**config.mk**
```make
export PLATFORM = sky130hd
export DESIGN_NAME = pitch_tuner
export DESIGN_NICKNAME = d
export VERILOG_FILES = /design/src/rtl/pitch_tuner.sv
export SDC_FILE = /design/constraint.sdc
export NUM_CORES = 1
export LEC_CHECK = 0
export ABC_AREA = 1
export CAP_MARGIN = 20
export CORE_MARGIN = 5
export CORE_UTILIZATION = 49
export DETAILED_ROUTE_END_ITERATION = 8
export PLACE_DENSITY = 0.77
export SLEW_MARGIN = 20
export SYNTH_ARGS = -nofsm -noshare
export SYNTH_HDL_FRONTEND = slang
export SYNTH_SLANG_ARGS = --single-unit
```
**constraint.sdc**
```tcl
create_clock -name dclk -period 2.2 [get_ports dclk]
set_input_delay 0.66 -clock dclk [delete_from_list [all_inputs] [get_ports dclk]]
set_output_delay 0.66 -clock dclk [all_outputs]
set_load 0.05 [all_outputs]
```
**src/rtl/pitch_tuner.sv**
```systemverilog
// Pitch selector: semitone up/down keys with hold-to-repeat, plus direct one-hot note and octave loads.
// Every output is registered; all logic runs on posedge dclk with synchronous active-high reset.
module pitch_tuner #(
   parameter int OCTAVES      = 5,
   parameter int OCT_W        = 3,
   parameter int REPEAT_DELAY = 8,
   parameter int REPEAT_RATE  = 4,
   parameter int WRAP         = 1,
   parameter int RST_NOTE     = 9,
   parameter int RST_OCT      = 2
) (
   input  logic               dclk,
   input  logic               rst,
   input  logic               high,
   input  logic               low,
   input  logic [12:0]        note_in,
   input  logic [OCTAVES-1:0] oct_in,
   output logic [3:0]         freq,
   output logic [OCT_W-1:0]   h,
   output logic               changed,
   output logic               repeating
);

   localparam int CNT_MAX = (REPEAT_DELAY > REPEAT_RATE) ? REPEAT_DELAY : REPEAT_RATE;
   localparam int CNT_W   = $clog2(CNT_MAX + 1);

   localparam logic [3:0]       NOTE_C  = 4'd0;
   localparam logic [3:0]       NOTE_B  = 4'd11;
   localparam logic [3:0]       NOTE_X  = 4'd12;
   localparam logic [OCT_W-1:0] OCT_TOP = OCT_W'(OCTAVES - 1);
   localparam logic [OCT_W-1:0] OCT_ONE = OCT_W'(1);

   typedef enum logic [1:0] {
      S_IDLE   = 2'd0,
      S_DELAY  = 2'd1,
      S_REPEAT = 2'd2
   } state_t;

   state_t           state_q, state_d;
   logic [CNT_W-1:0] cnt_q, cnt_d, cnt_inc;
   logic             dir_q, dir_d;
   logic [3:0]       freq_q, freq_d;
   logic [OCT_W-1:0] h_q, h_d;
   logic             changed_q, changed_d;
   logic             repeating_q, repeating_d;

   logic             key, key_up, same_key, do_step;
   logic [3:0]       step_note;
   logic [OCT_W-1:0] step_oct;
   logic             step_carry;
   logic             note_ok, oct_ok;
   logic [3:0]       note_idx;
   logic [OCT_W-1:0] oct_idx;

   // Both keys pressed cancels out to "no key".
   assign key      = high ^ low;
   assign key_up   = high & ~low;
   assign same_key = key && (key_up == dir_q);
   assign cnt_inc  = cnt_q + CNT_W'(1);

   always_comb begin
      state_d = state_q;
      cnt_d   = cnt_q;
      dir_d   = dir_q;
      do_step = 1'b0;
      case (state_q)
         S_IDLE: begin
            if (key) begin
               state_d = S_DELAY;
               cnt_d   = '0;
               dir_d   = key_up;
               do_step = 1'b1;
            end
         end
         S_DELAY: begin
            if (!same_key) begin
               state_d = S_IDLE;
               cnt_d   = '0;
            end else if (cnt_inc == CNT_W'(REPEAT_DELAY - 1)) begin
               state_d = S_REPEAT;
               cnt_d   = '0;
               do_step = 1'b1;
            end else begin
               cnt_d = cnt_inc;
            end
         end
         S_REPEAT: begin
            if (!same_key) begin
               state_d = S_IDLE;
               cnt_d   = '0;
            end else if (cnt_inc == CNT_W'(REPEAT_RATE)) begin
               cnt_d   = '0;
               do_step = 1'b1;
            end else begin
               cnt_d = cnt_inc;
            end
         end
         default: begin
            state_d = S_IDLE;
            cnt_d   = '0;
         end
      endcase
   end

   // Semitone step; a blocked saturating step leaves note and octave untouched.
   always_comb begin
      step_note  = freq_q;
      step_oct   = h_q;
      step_carry = 1'b0;
      if (key_up) begin
         if (freq_q == NOTE_X) begin
            step_note = NOTE_C;
         end else if (freq_q == NOTE_B) begin
            if (h_q != OCT_TOP) begin
               step_note  = NOTE_C;
               step_oct   = h_q + OCT_ONE;
               step_carry = 1'b1;
            end else if (WRAP != 0) begin
               step_note  = NOTE_C;
               step_oct   = '0;
               step_carry = 1'b1;
            end
         end else begin
            step_note = freq_q + 4'd1;
         end
      end else begin
         if (freq_q == NOTE_X) begin
            step_note = NOTE_B;
         end else if (freq_q == NOTE_C) begin
            if (h_q != '0) begin
               step_note  = NOTE_B;
               step_oct   = h_q - OCT_ONE;
               step_carry = 1'b1;
            end else if (WRAP != 0) begin
               step_note  = NOTE_B;
               step_oct   = OCT_TOP;
               step_carry = 1'b1;
            end
         end else begin
            step_note = freq_q - 4'd1;
         end
      end
   end

   always_comb begin
      note_ok  = (note_in != '0) && ((note_in & (note_in - 13'd1)) == '0);
      note_idx = '0;
      for (int k = 0; k < 13; k++) begin
         if (note_in[k]) note_idx = 4'(k);
      end
      oct_ok  = (oct_in != '0) && ((oct_in & (oct_in - OCTAVES'(1))) == '0);
      oct_idx = '0;
      // oct_in bit 0 selects the highest octave.
      for (int i = 0; i < OCTAVES; i++) begin
         if (oct_in[i]) oct_idx = OCT_W'(OCTAVES - 1 - i);
      end
   end

   always_comb begin
      freq_d = freq_q;
      h_d    = h_q;
      if (do_step) begin
         freq_d = step_note;
      end else if ((state_q == S_IDLE) && !key && note_ok) begin
         freq_d = note_idx;
      end
      if (do_step && step_carry) begin
         h_d = step_oct;
      end else if (oct_ok) begin
         h_d = oct_idx;
      end
      changed_d   = (freq_d != freq_q) || (h_d != h_q);
      repeating_d = (state_d == S_REPEAT);
   end

   always_ff @(posedge dclk) begin
      if (rst) begin
         state_q     <= S_IDLE;
         cnt_q       <= '0;
         dir_q       <= 1'b0;
         freq_q      <= 4'(RST_NOTE);
         h_q         <= OCT_W'(RST_OCT);
         changed_q   <= 1'b0;
         repeating_q <= 1'b0;
      end else begin
         state_q     <= state_d;
         cnt_q       <= cnt_d;
         dir_q       <= dir_d;
         freq_q      <= freq_d;
         h_q         <= h_d;
         changed_q   <= changed_d;
         repeating_q <= repeating_d;
      end
   end

   assign freq      = freq_q;
   assign h         = h_q;
   assign changed   = changed_q;
   assign repeating = repeating_q;

endmodule

```
* Word level (Yosys, flattened, before mapping) *
Cells that the tools add are included.

storage, ports and cells
  register bits = 16
  input port bits = 22
  output and inout port bits = 9
  word-level logic and storage cells = 102

operators by class
  add/sub/neg operators = 7
  eq/ne operators = 12
  mux-type cells = 55
  bitwise gates (word level) = 5
  reduce and logical (&&, ||, !) cells = 16

operators with widths
  operator               count
  $mux 4                 23
  $mux 3                 14
  $and 13x13->13         1
  $logic_not 13->1       1
  $reduce_bool 13->1     1
  $sub 13x1->13 const B  1
  $pmux 4 s3             1
  $mux 1                 11
  $add 4x1->4 const B    2
  $eq 4x3->1 const B     2
  $eq 4x4->1 const B     2
  $mux 2                 4
  $logic_and 1x1->1      6
  $pmux 2 s3             1
  $and 5x5->5            1
  $logic_not 5->1        1
  $reduce_bool 5->1      1
  $sub 5x1->5 const B    1
  $eq 2x2->1 const B     2
  $logic_not 4->1        1
  $ne 4x4->1             1
  $sub 4x1->4 const B    1
  $add 3x1->3 const B    1
  $ne 3x3->1             1
  other kinds (14)       14

* Longest topological paths before layout *
Gate-level depths: netlist of run 1.

  word-level depth = 16
  mapped depth = 20
  depth with buffers taken out = 20

* Worst setup path before layout of run 1 *
No wires, ideal clock.

  kind = flip-flop to flip-flop
  start = reg h_q[0], in the netlist h[0]
  end = reg changed_q, in the netlist changed
  library setup time = 0.110 ns
  arrival time = 2.205 ns
  path slack = -0.114 ns
  stages on the path, launching flop included = 14
  buffers on the path = 0
  cells stage by stage = dfxtp_1 -> inv_1 -> ha_1 -> ha_1 -> o32ai_1 -> nor3_1 -> nand3_2 -> nand2_1 -> nand2_1 -> nand2_1 -> nor2_1 -> nand3_1 -> nand2_1 -> inv_1

between the ends
  longest elaborated chain between the ends = 8
  elaborated cells on any way between the ends = 15
  classes of those cells = 2 x add/sub; 2 x eq/ne; 9 x mux; 2 x reduce/logical

ends and longest elaborated chain
  what                                 line      RTL
  from (decl)                          43        logic [OCT_W-1:0] h_q, h_d;
  from (signal assigned)               182       h_q <= OCT_W'(RST_OCT);
  $sub 3x1->3 (tied with other cells)  132       step_oct = h_q - OCT_ONE;
  $mux 3 (on tied branches)            130, 114
  $mux 3 (on tied branches)            129, 113
  $mux 3 (on tied branches)            127, 111
  $mux 3                               110       if (key_up) begin
  $mux 3                               167       if (do_step && step_carry) begin
  $ne 3x3->1 *                         172       changed_d = (freq_d != freq_q) || (h_d != h_q);
  $logic_or 1x1->1 *                   172
  to (signal assigned)                 191       changed_q <= changed_d;
  to (decl)                            44        logic changed_q, changed_d;

Every way passes the cells marked *; elsewhere a longest branch is shown, timed or not.
A chain may end at the register's enable or synchronous reset.

* Final worst setup path of run 1 *
  start = in low
  end = reg changed_q, in the netlist changed

between the ends
  longest elaborated chain between the ends = 10
  elaborated cells on any way between the ends = 22
  classes of those cells = 3 x eq/ne; 10 x mux; 3 x bitwise; 6 x reduce/logical

ends and longest elaborated chain
  what                       line    RTL
  from (decl)                15      input logic low,
  $not 1->1                  57      assign key_up = high & ~low;
  $and 1x1->1                57
  $eq 1x1->1                 58      assign same_key = key && (key_up == dir_q);
  $logic_and 1x1->1          58
  $mux 1 (on tied branches)  88, 76
  $pmux 1 s3                 66      case (state_q)
  $logic_and 1x1->1          167
  $mux 3                     167
  $ne 3x3->1                 172
  $logic_or 1x1->1 *         172

Marks and branches as above.

==> implementation parameters, run 1 <==
Parameter                              Value

Timing
  Post-route setup slack ... between 0.006 and 0.007 ns
  Maximum operating frequency ... 455.8 MHz
  Final-layout worst hold slack ... 0.5428 ns
  Relative slew slack ... 66.34%
  Final worst-path cycle share ... 99.72%
  Setup violations, final ... 0
  Count of final hold-check violations ... 0
  Actual transition at the worst max-transition pin ... 0.5033 ns
  Setup repair after global routing missed its margin ... yes
  Crit path time final ... 2.194 ns
  Final clock skew ... 0.007627 ns
  Final Max Slew Viols ... 0

Yosys
  Number of warnings reported in the yosys synthesis log ... 0
  Share of synthesized flip-flops with an asynchronous set or reset ... 0%
  Ranking of synthesized cells by area ... sky130_fd_sc_hd__nand2_1 19%, sky130_fd_sc_hd__dfxtp_1 17%, sky130_fd_sc_hd__inv_1 9.9%
  Cell count after synthesis ... 317
  Most common flop cell mapped by yosys ... sky130_fd_sc_hd__dfxtp_1
  Commonest cells post-synth ... 94 x sky130_fd_sc_hd__nand2_1, 49 x sky130_fd_sc_hd__inv_1, 29 x sky130_fd_sc_hd__nor2_1
  Area fraction of the dominant cell type after synthesis ... 18.90%
  Most area-hungry cell type in the Yosys netlist ... sky130_fd_sc_hd__nand2_1
  Syn nets ... around 350
  Register area share after synthesis ... 17.16%
  Register bit total from synthesis ... 16
  Most frequently used cell type in the post-synthesis netlist ... sky130_fd_sc_hd__nand2_1
  Mean instance size in the synthesized netlist ... 5.889 um2
  Number of synthesized flops with an enable pin ... 0
  Cell variety after synth ... 34
  Post-Syn Area ... 1867 um2

Floorplanning
  Initial Util ... 50.61%
  Die area ... 5144 um2
  X dimension of the die ... 71.73 um
  Count of pins on the block boundary ... 31
  # rows ... 22
  Core Box Area ... about 3700 um2
  Floorplan die height ... roughly 72 um

Route
  First-pass detailed-route iteration total ... 4
  Starting DRT DRC Count ... between 100 and 150
  Remaining antenna violation count after routing ... 0
  Total wire length after detailed routing ... 4803 um
  Overall via count from detail_route ... 2209
  DR WL/cell ... 11.04 um
  DRC errors left ... 0
  Via count normalized by instance count ... 5.078

Power
  Combinational power share ... 50.5%
  Sequential fraction of design power ... 28.2%
  Leakage power figure ... 1.371 nW
  Design Power ... 1.234 mW
  Internal power consumption ... 0.7374 mW
  PD cells ... 470.1 nW/um2
  Switch share ... roughly 40%
  Reported net switching power ... roughly 0.50 mW
  Highest ir drop seen on vdd ... 0.4767 mV
  Fraction of power consumed by the clock network ... a little over a fifth

GRT
  Number of antenna violations at the first check in global routing ... 0
  First-pass GRT wire length ... 7997 um
  Remaining global-route overflow ... 0
  Largest net degree at the start of global routing ... 10
  Total Routing Usage GR ... 18.47%
  Number of global-route vias before repair ... 1966

Setup path
  Worst setup path startpoint ... low
  Internal reg-to-reg setup slack ... roughly 0.10 ns
  Largest fanout on the critical path ... 5
  Worst EP required ... 2.36 ns
  Setup crit start kind ... input pin
  Kind of cell adding the most delay to the critical path ... simple AND/OR/NAND/NOR gates
  Startpoint of the worst-slack reg-to-reg timing path ... cnt_q[1]
  Critical path endpoint category ... register
  Peak per-stage delay on the critical path ... 0.25 ns
  Depth of the worst register-to-register path ... 15
  Most Frequent Cell on Critical Path ... sky130_fd_sc_hd__nand2_1
  Slowest cell on crit path ... sky130_fd_sc_hd__ha_4
  Signal arrival time at the worst endpoint ... 2.35 ns
  Buf/Inv on CP ... 4
  Cells traversed along the worst timing path ... buf_8, inv_12, ha_4, nand2_2, inv_2, nand3_2, nor2_2, nand3_2, nor2_4, nand2_4, nor2_2, nand2_1, nand2_2, nand2_2, nand2_1, nand2_1, nor2_2, nand3_1, nand2_1, inv_1
  WS Path Type ... input pin to register
  FF-to-FF End ... changed

Placed design
  Detailed-placement wirelength estimate ... 3852 um
  Routability congestion estimate from global placement ... 0.8694
  Post-place setup slack ... -0.7877 ns
  Port Buffers ... 30

Clocking
  Root Driver ... sky130_fd_sc_hd__clkbuf_8
  Post-CTS clock slew at the launch and capture registers of the worst setup and hold paths ... 0.07 ns
  Later-pin clock latency in the skew report ... 0.25 ns
  Total of hold buffers inserted after clock tree synthesis ... 0
  TritonCTS clock tree ... built
  Clock Sink Count ... 16
  Maximum level of the CTS H-tree ... 1
  Number of buffers added by the clock tree synthesis step ... 3
  Clock Tree Buf Depth ... 2

Final layout
  Final core occ ... 71.17%
  Antenna Diode Count ... 0
  Post-layout nets ... 424
  Syn-to-layout area delta ... 40.62%
  Layout cells sized above 1 ... 27.13%
  Count of filler cells inserted in the layout ... 342

Min path
  Worst-case hold path end point ... state_q[1]
  Hold Path Depth ... 2
  Worst min-delay path class ... register to register
  Startpoint of the lowest-slack hold path ... state_q[1]

Flow run
  Number of maximum-capacitance violations ... 0

Status
  Result of the run ... finished, final reports clean
## final cells by class
| cell class | instances | area [um2] | area share, % |
|---|---|---|---|
| repair buffers | 69 | 555.5 | 21.16 |
| flip-flops and latches | 16 | 324.1 | 12.35 |
| multi-input cells | 247 | 1416 | 53.96 |
| well taps | 48 | 60.06 | 2.288 |
| clock buffers | 4 | 55.05 | 2.097 |
| inverters | 51 | 214.0 | 8.151 |
## worst register-to-register path, stage by stage (launching register included)
cell                      delay [ns]
sky130_fd_sc_hd__dfxtp_1        0.43
sky130_fd_sc_hd__ha_1           0.23
sky130_fd_sc_hd__xor2_2         0.21
sky130_fd_sc_hd__nand3_1        0.11
sky130_fd_sc_hd__nand2_1        0.10
sky130_fd_sc_hd__nand3_2        0.10
sky130_fd_sc_hd__nand2_4        0.11
sky130_fd_sc_hd__nand2_4        0.08
sky130_fd_sc_hd__nand3_1        0.13
sky130_fd_sc_hd__nand2_1        0.08
sky130_fd_sc_hd__nand2_1        0.07
sky130_fd_sc_hd__nand2_1        0.05
sky130_fd_sc_hd__nor2_1         0.12
sky130_fd_sc_hd__nand3_1        0.09
sky130_fd_sc_hd__nand2_1        0.06
sky130_fd_sc_hd__inv_1          0.04
## power by group through the flow
stage                     registers (mW)  clock network [mW]  logic, mW
after floorplan                    0.408                   0      0.320
after global placement             0.353                   0      0.591
after detailed placement           0.354                   0      0.602
after CTS                          0.347               0.269      0.611
after global routing               0.352               0.286      0.686
final                              0.348               0.262      0.624
## routing by layer
metal / routed length, um / global-route usage [%]
met5: 0 / 0
met1: 2192 / 23.26
met4: 27 / 3.758
met2: 2395 / 33.37
met3: 188 / 2.384
## state kept, by name, summed over array words and instances, names as in the netlist
register,flops
changed,1
dir_q,1
state_q,2
h,3
freq,4
repeating,1
cnt_q,4
## logic make-up (layout without fill, tap and decap cells)
kind of cell | Yosys count | count (layout) | share of synthesized area [%]
xor+xnor | 3 | 3 | 1.810
flops | 16 | 16 | 17.16
buf+inv | 54 | 124 | 11.33
simple gates | 185 | 185 | 46.31
compound gates | 45 | 45 | 14.01
fa+ha+maj | 14 | 14 | 9.383
## per-stage QoR
stage	setup TNS, ns	cell area [um2]	std cells
2_1_floorplan	-0.03351	1916	317
3_3_place_gp	-5.160	2509	427
3_5_place_dp	-5.767	2509	427
4_1_cts	0	2610	434
5_1_grt	-0.1435	2625	435
6_report	0	2625	435
## worst max path at each step
| stage | cells after the start | slack (ns) | endpoint |
|---|---|---|---|
| CTS | 19 | 0.003 | changed |
| detailed placement | 20 | -0.79 | changed |
| finish | 20 | 0.006 | changed |
| global placement | 20 | -0.71 | changed |
| global route | 17 | -0.14 | changed |
| floorplan | 20 | -0.03 | changed |
## what timing repair did
item / 4_1_cts / 5_1_grt
gates resized for setup: 47 / 24
setup buffers: 3 / 1
cloned: 0 / 0
endpoints found under the setup margin: 11 / 1
pin swaps: 25 / 23
## layout by cell type (no fill, tap or decap), types with 4 or more instances in the layout
cell type                         count
sky130_fd_sc_hd__nor2_1              20
sky130_fd_sc_hd__o21ai_0             15
sky130_fd_sc_hd__clkdlybuf4s50_1      7
sky130_fd_sc_hd__a21oi_1             14
sky130_fd_sc_hd__nor3_1               4
sky130_fd_sc_hd__nand2_2              7
sky130_fd_sc_hd__nor2_4               7
sky130_fd_sc_hd__nand4_1              7
sky130_fd_sc_hd__ha_1                13
sky130_fd_sc_hd__inv_1               46
sky130_fd_sc_hd__clkbuf_2             7
sky130_fd_sc_hd__nand2_1             91
sky130_fd_sc_hd__buf_4               41
sky130_fd_sc_hd__dfxtp_1             13
sky130_fd_sc_hd__nor2_2              10
sky130_fd_sc_hd__dlygate4sd2_1        6
sky130_fd_sc_hd__nand3_2              9
sky130_fd_sc_hd__nand3_1             24
sky130_fd_sc_hd__clkbuf_8             4
sky130_fd_sc_hd__o21bai_1             4
No activity file was read; power rests on OpenSTA's default activity.
==> run 2, diff against run 1 <==
--- a/config.mk
+++ b/config.mk
@@ -7,5 +7,5 @@
 export LEC_CHECK = 0
 export ABC_AREA = 1
-export CAP_MARGIN = 20
+export CAP_MARGIN = 5
 export CORE_MARGIN = 5
 export CORE_UTILIZATION = 49
==> constraint.sdc (replaced) <==
create_clock -name dclk -period 2.2 [get_ports dclk]
set_input_delay 0.44 -clock dclk [delete_from_list [all_inputs] [get_ports dclk]]
set_output_delay 0.44 -clock dclk [all_outputs]
set_load 0.05 [all_outputs]
==> implementation parameters, run 2 (synthesis gave the netlist of run 1 again) <==
Parameter                              Value

Setup path
  Critical path endpoint category ... primary output
  Buf/Inv on CP ... 1
  WS Path Type ... register to primary output
  Signal arrival time at the worst endpoint ... 1.64 ns
  Setup crit start kind ... register
  Kind of cell adding the most delay to the critical path ... buffers and inverters
  Largest fanout on the critical path ... 10
  Slowest cell on crit path ... sky130_fd_sc_hd__clkdlybuf4s50_1
  Peak per-stage delay on the critical path ... 0.87 ns
  Internal reg-to-reg setup slack ... 0.19 ns
  Worst EP required ... around 1.8 ns
  Cells traversed along the worst timing path ... clkdlybuf4s50_1

Power
  Reported net switching power ... roughly 0.48 mW
  Sequential fraction of design power ... 28.1%
  Design Power ... 1.233 mW
  Internal power consumption ... 0.7478 mW
  Switch share ... 39.34%
  Fraction of power consumed by the clock network ... 20.7%
  Combinational power share ... roughly 51%
  Leakage power figure ... about 1.4 nW
  PD cells ... about 470 nW/um2
  Highest ir drop seen on vdd ... 0.3825 mV

Final layout
  Post-layout nets ... 421
  Antenna Diode Count ... 0
  Count of filler cells inserted in the layout ... between 300 and 400
  Highest-count cells in the layout ignoring fill and taps ... 93 x sky130_fd_sc_hd__nand2_1, 42 x sky130_fd_sc_hd__inv_1, 36 x sky130_fd_sc_hd__buf_4
  Final core occ ... a little under three quarters
  Most common cell after layout, fill and taps aside ... sky130_fd_sc_hd__nand2_1
  Layout cells sized above 1 ... 25.00%
  Non-filler instance count after layout ... between 400 and 500
  Syn-to-layout area delta ... 41.69%

Placed design
  Post-place setup slack ... -0.4485 ns
  Detailed-placement wirelength estimate ... 3808 um
  Routability congestion estimate from global placement ... 0.8255
  Number of cells after detailed placement ... between 400 and 500
  Port Buffers ... 30

GRT
  Met1 usage in global routing ... 24.98%
  Number of global-route vias before repair ... 2017
  Highest-utilization routing layer at the global route stage ... met2
  Global-route met2 utilization ... 33.67%
  Total Routing Usage GR ... 18.82%
  Largest net degree at the start of global routing ... 11
  Met3 Usage GRT ... 2.525%
  First-pass GRT wire length ... around 8400 um
  Number of antenna violations at the first check in global routing ... 0
  Remaining global-route overflow ... 0

Route
  DRC errors left ... 0
  First-pass detailed-route iteration total ... 5
  Remaining antenna violation count after routing ... 0
  Starting DRT DRC Count ... 79
  Total wire length after detailed routing ... roughly 4900 um
  DR WL/cell ... between 10 and 15 um
  Overall via count from detail_route ... 2201
  Via count normalized by instance count ... 5.095

Status
  Result of the run ... finished, final reports clean

Floorplanning
  Count of pins on the block boundary ... 31
  Core Box Area ... 3689 um2
  Initial Util ... 50.61%
  Floorplan die height ... around 72 um
  X dimension of the die ... about 72 um
  # rows ... 22
  Die area ... 5144 um2

Timing
  Actual transition at the worst max-transition pin ... 0.4982 ns
  Final Max Slew Viols ... 0
  Post-route setup slack ... 0.1183 ns
  Maximum operating frequency ... 480.4 MHz
  Crit path time final ... about 2.1 ns
  Relative slew slack ... 66.68%
  Setup violations, final ... 0
  Count of final hold-check violations ... 0
  Final clock skew ... 0.0008280 ns
  Final worst-path cycle share ... 94.62%
  Final total negative setup slack ... 0 ns

Flow run
  Number of maximum-capacitance violations ... 0

Clocking
  Clock Tree Buf Depth ... 2
  Clock Sink Count ... 16
  Later-pin clock latency in the skew report ... 0.25 ns
  Number of buffers added by the clock tree synthesis step ... 3
  TritonCTS clock tree ... built
  Root Driver ... sky130_fd_sc_hd__clkbuf_8
  Maximum level of the CTS H-tree ... 1
  Post-CTS clock slew at the launch and capture registers of the worst setup and hold paths ... 0.06 ns
  Total of hold buffers inserted after clock tree synthesis ... 0

Min path
  Worst min-delay path class ... register to register
==> run 2: cell count changes in the layout (fill, tap and decap cells not counted), moves of 4 or more <==
cell | previous run | this run
sky130_fd_sc_hd__clkdlybuf4s50_1 | 7 | 18
sky130_fd_sc_hd__clkbuf_2 | 7 | 0
sky130_fd_sc_hd__dlymetal6s2s_1 | 2 | 8
sky130_fd_sc_hd__buf_4 | 41 | 36
sky130_fd_sc_hd__inv_2 | 2 | 7
sky130_fd_sc_hd__dlygate4sd2_1 | 6 | 2
sky130_fd_sc_hd__inv_1 | 46 | 42
==> run 2: worst paths after layout <==
path / from / to / depth (start not counted)
hold / removal: cnt_q[3] / cnt_q[3] / 2
setup reg to reg: h[0] / changed / 16
setup / recovery: freq[3] / freq[3] / 1
hold reg to reg: cnt_q[3] / cnt_q[3] / 2
==> run 2: timing repair <==
item | in CTS | in global routing
setup endpoints to repair | 1 | 5
resized for setup | 10 | 36
pin swaps | 6 | 14
buffers inserted | 0 | 1
==> run 2: power by group through the flow <==
stage	Sequential (mW)	Combinational [mW]	Clock (mW)
6_report	0.346	0.631	0.255
5_1_grt	0.351	0.702	0.283
4_1_cts	0.346	0.613	0.264
3_5_place_dp	0.352	0.606	0
3_3_place_gp	0.352	0.598	0
2_1_floorplan	0.409	0.310	0
==> run 2: metal layers <==
| metal | wire length [um] | vias up |
|---|---|---|
| met1 | 2289 | 993 |
| met5 | 0 | - |
| li1 | - | 1156 |
| met2 | 2399 | 46 |
| met4 | 44 | 0 |
| met3 | 156 | 6 |
==> run 2: final cells by class <==
class / instances / area [um2] / share of cell area, %
Clock buffer: 4 / 55.05 / 2.081
Multi-Input combinational cell: 247 / 1419 / 53.64
Tap cell: 48 / 60.06 / 2.271
Sequential cell: 16 / 327.8 / 12.39
Timing Repair Buffer: 66 / 588.1 / 22.23
Inverter: 51 / 195.2 / 7.379
==> run 2: through the flow <==
step                      instance area (um2)  hold slack, ns
final                                    2645          0.5289
after global routing                     2645          0.5468
after CTS                                2551          0.5218
after detailed placement                 2479          0.5069
after global placement                   2479          0.5002
after floorplan                          1872          0.4800
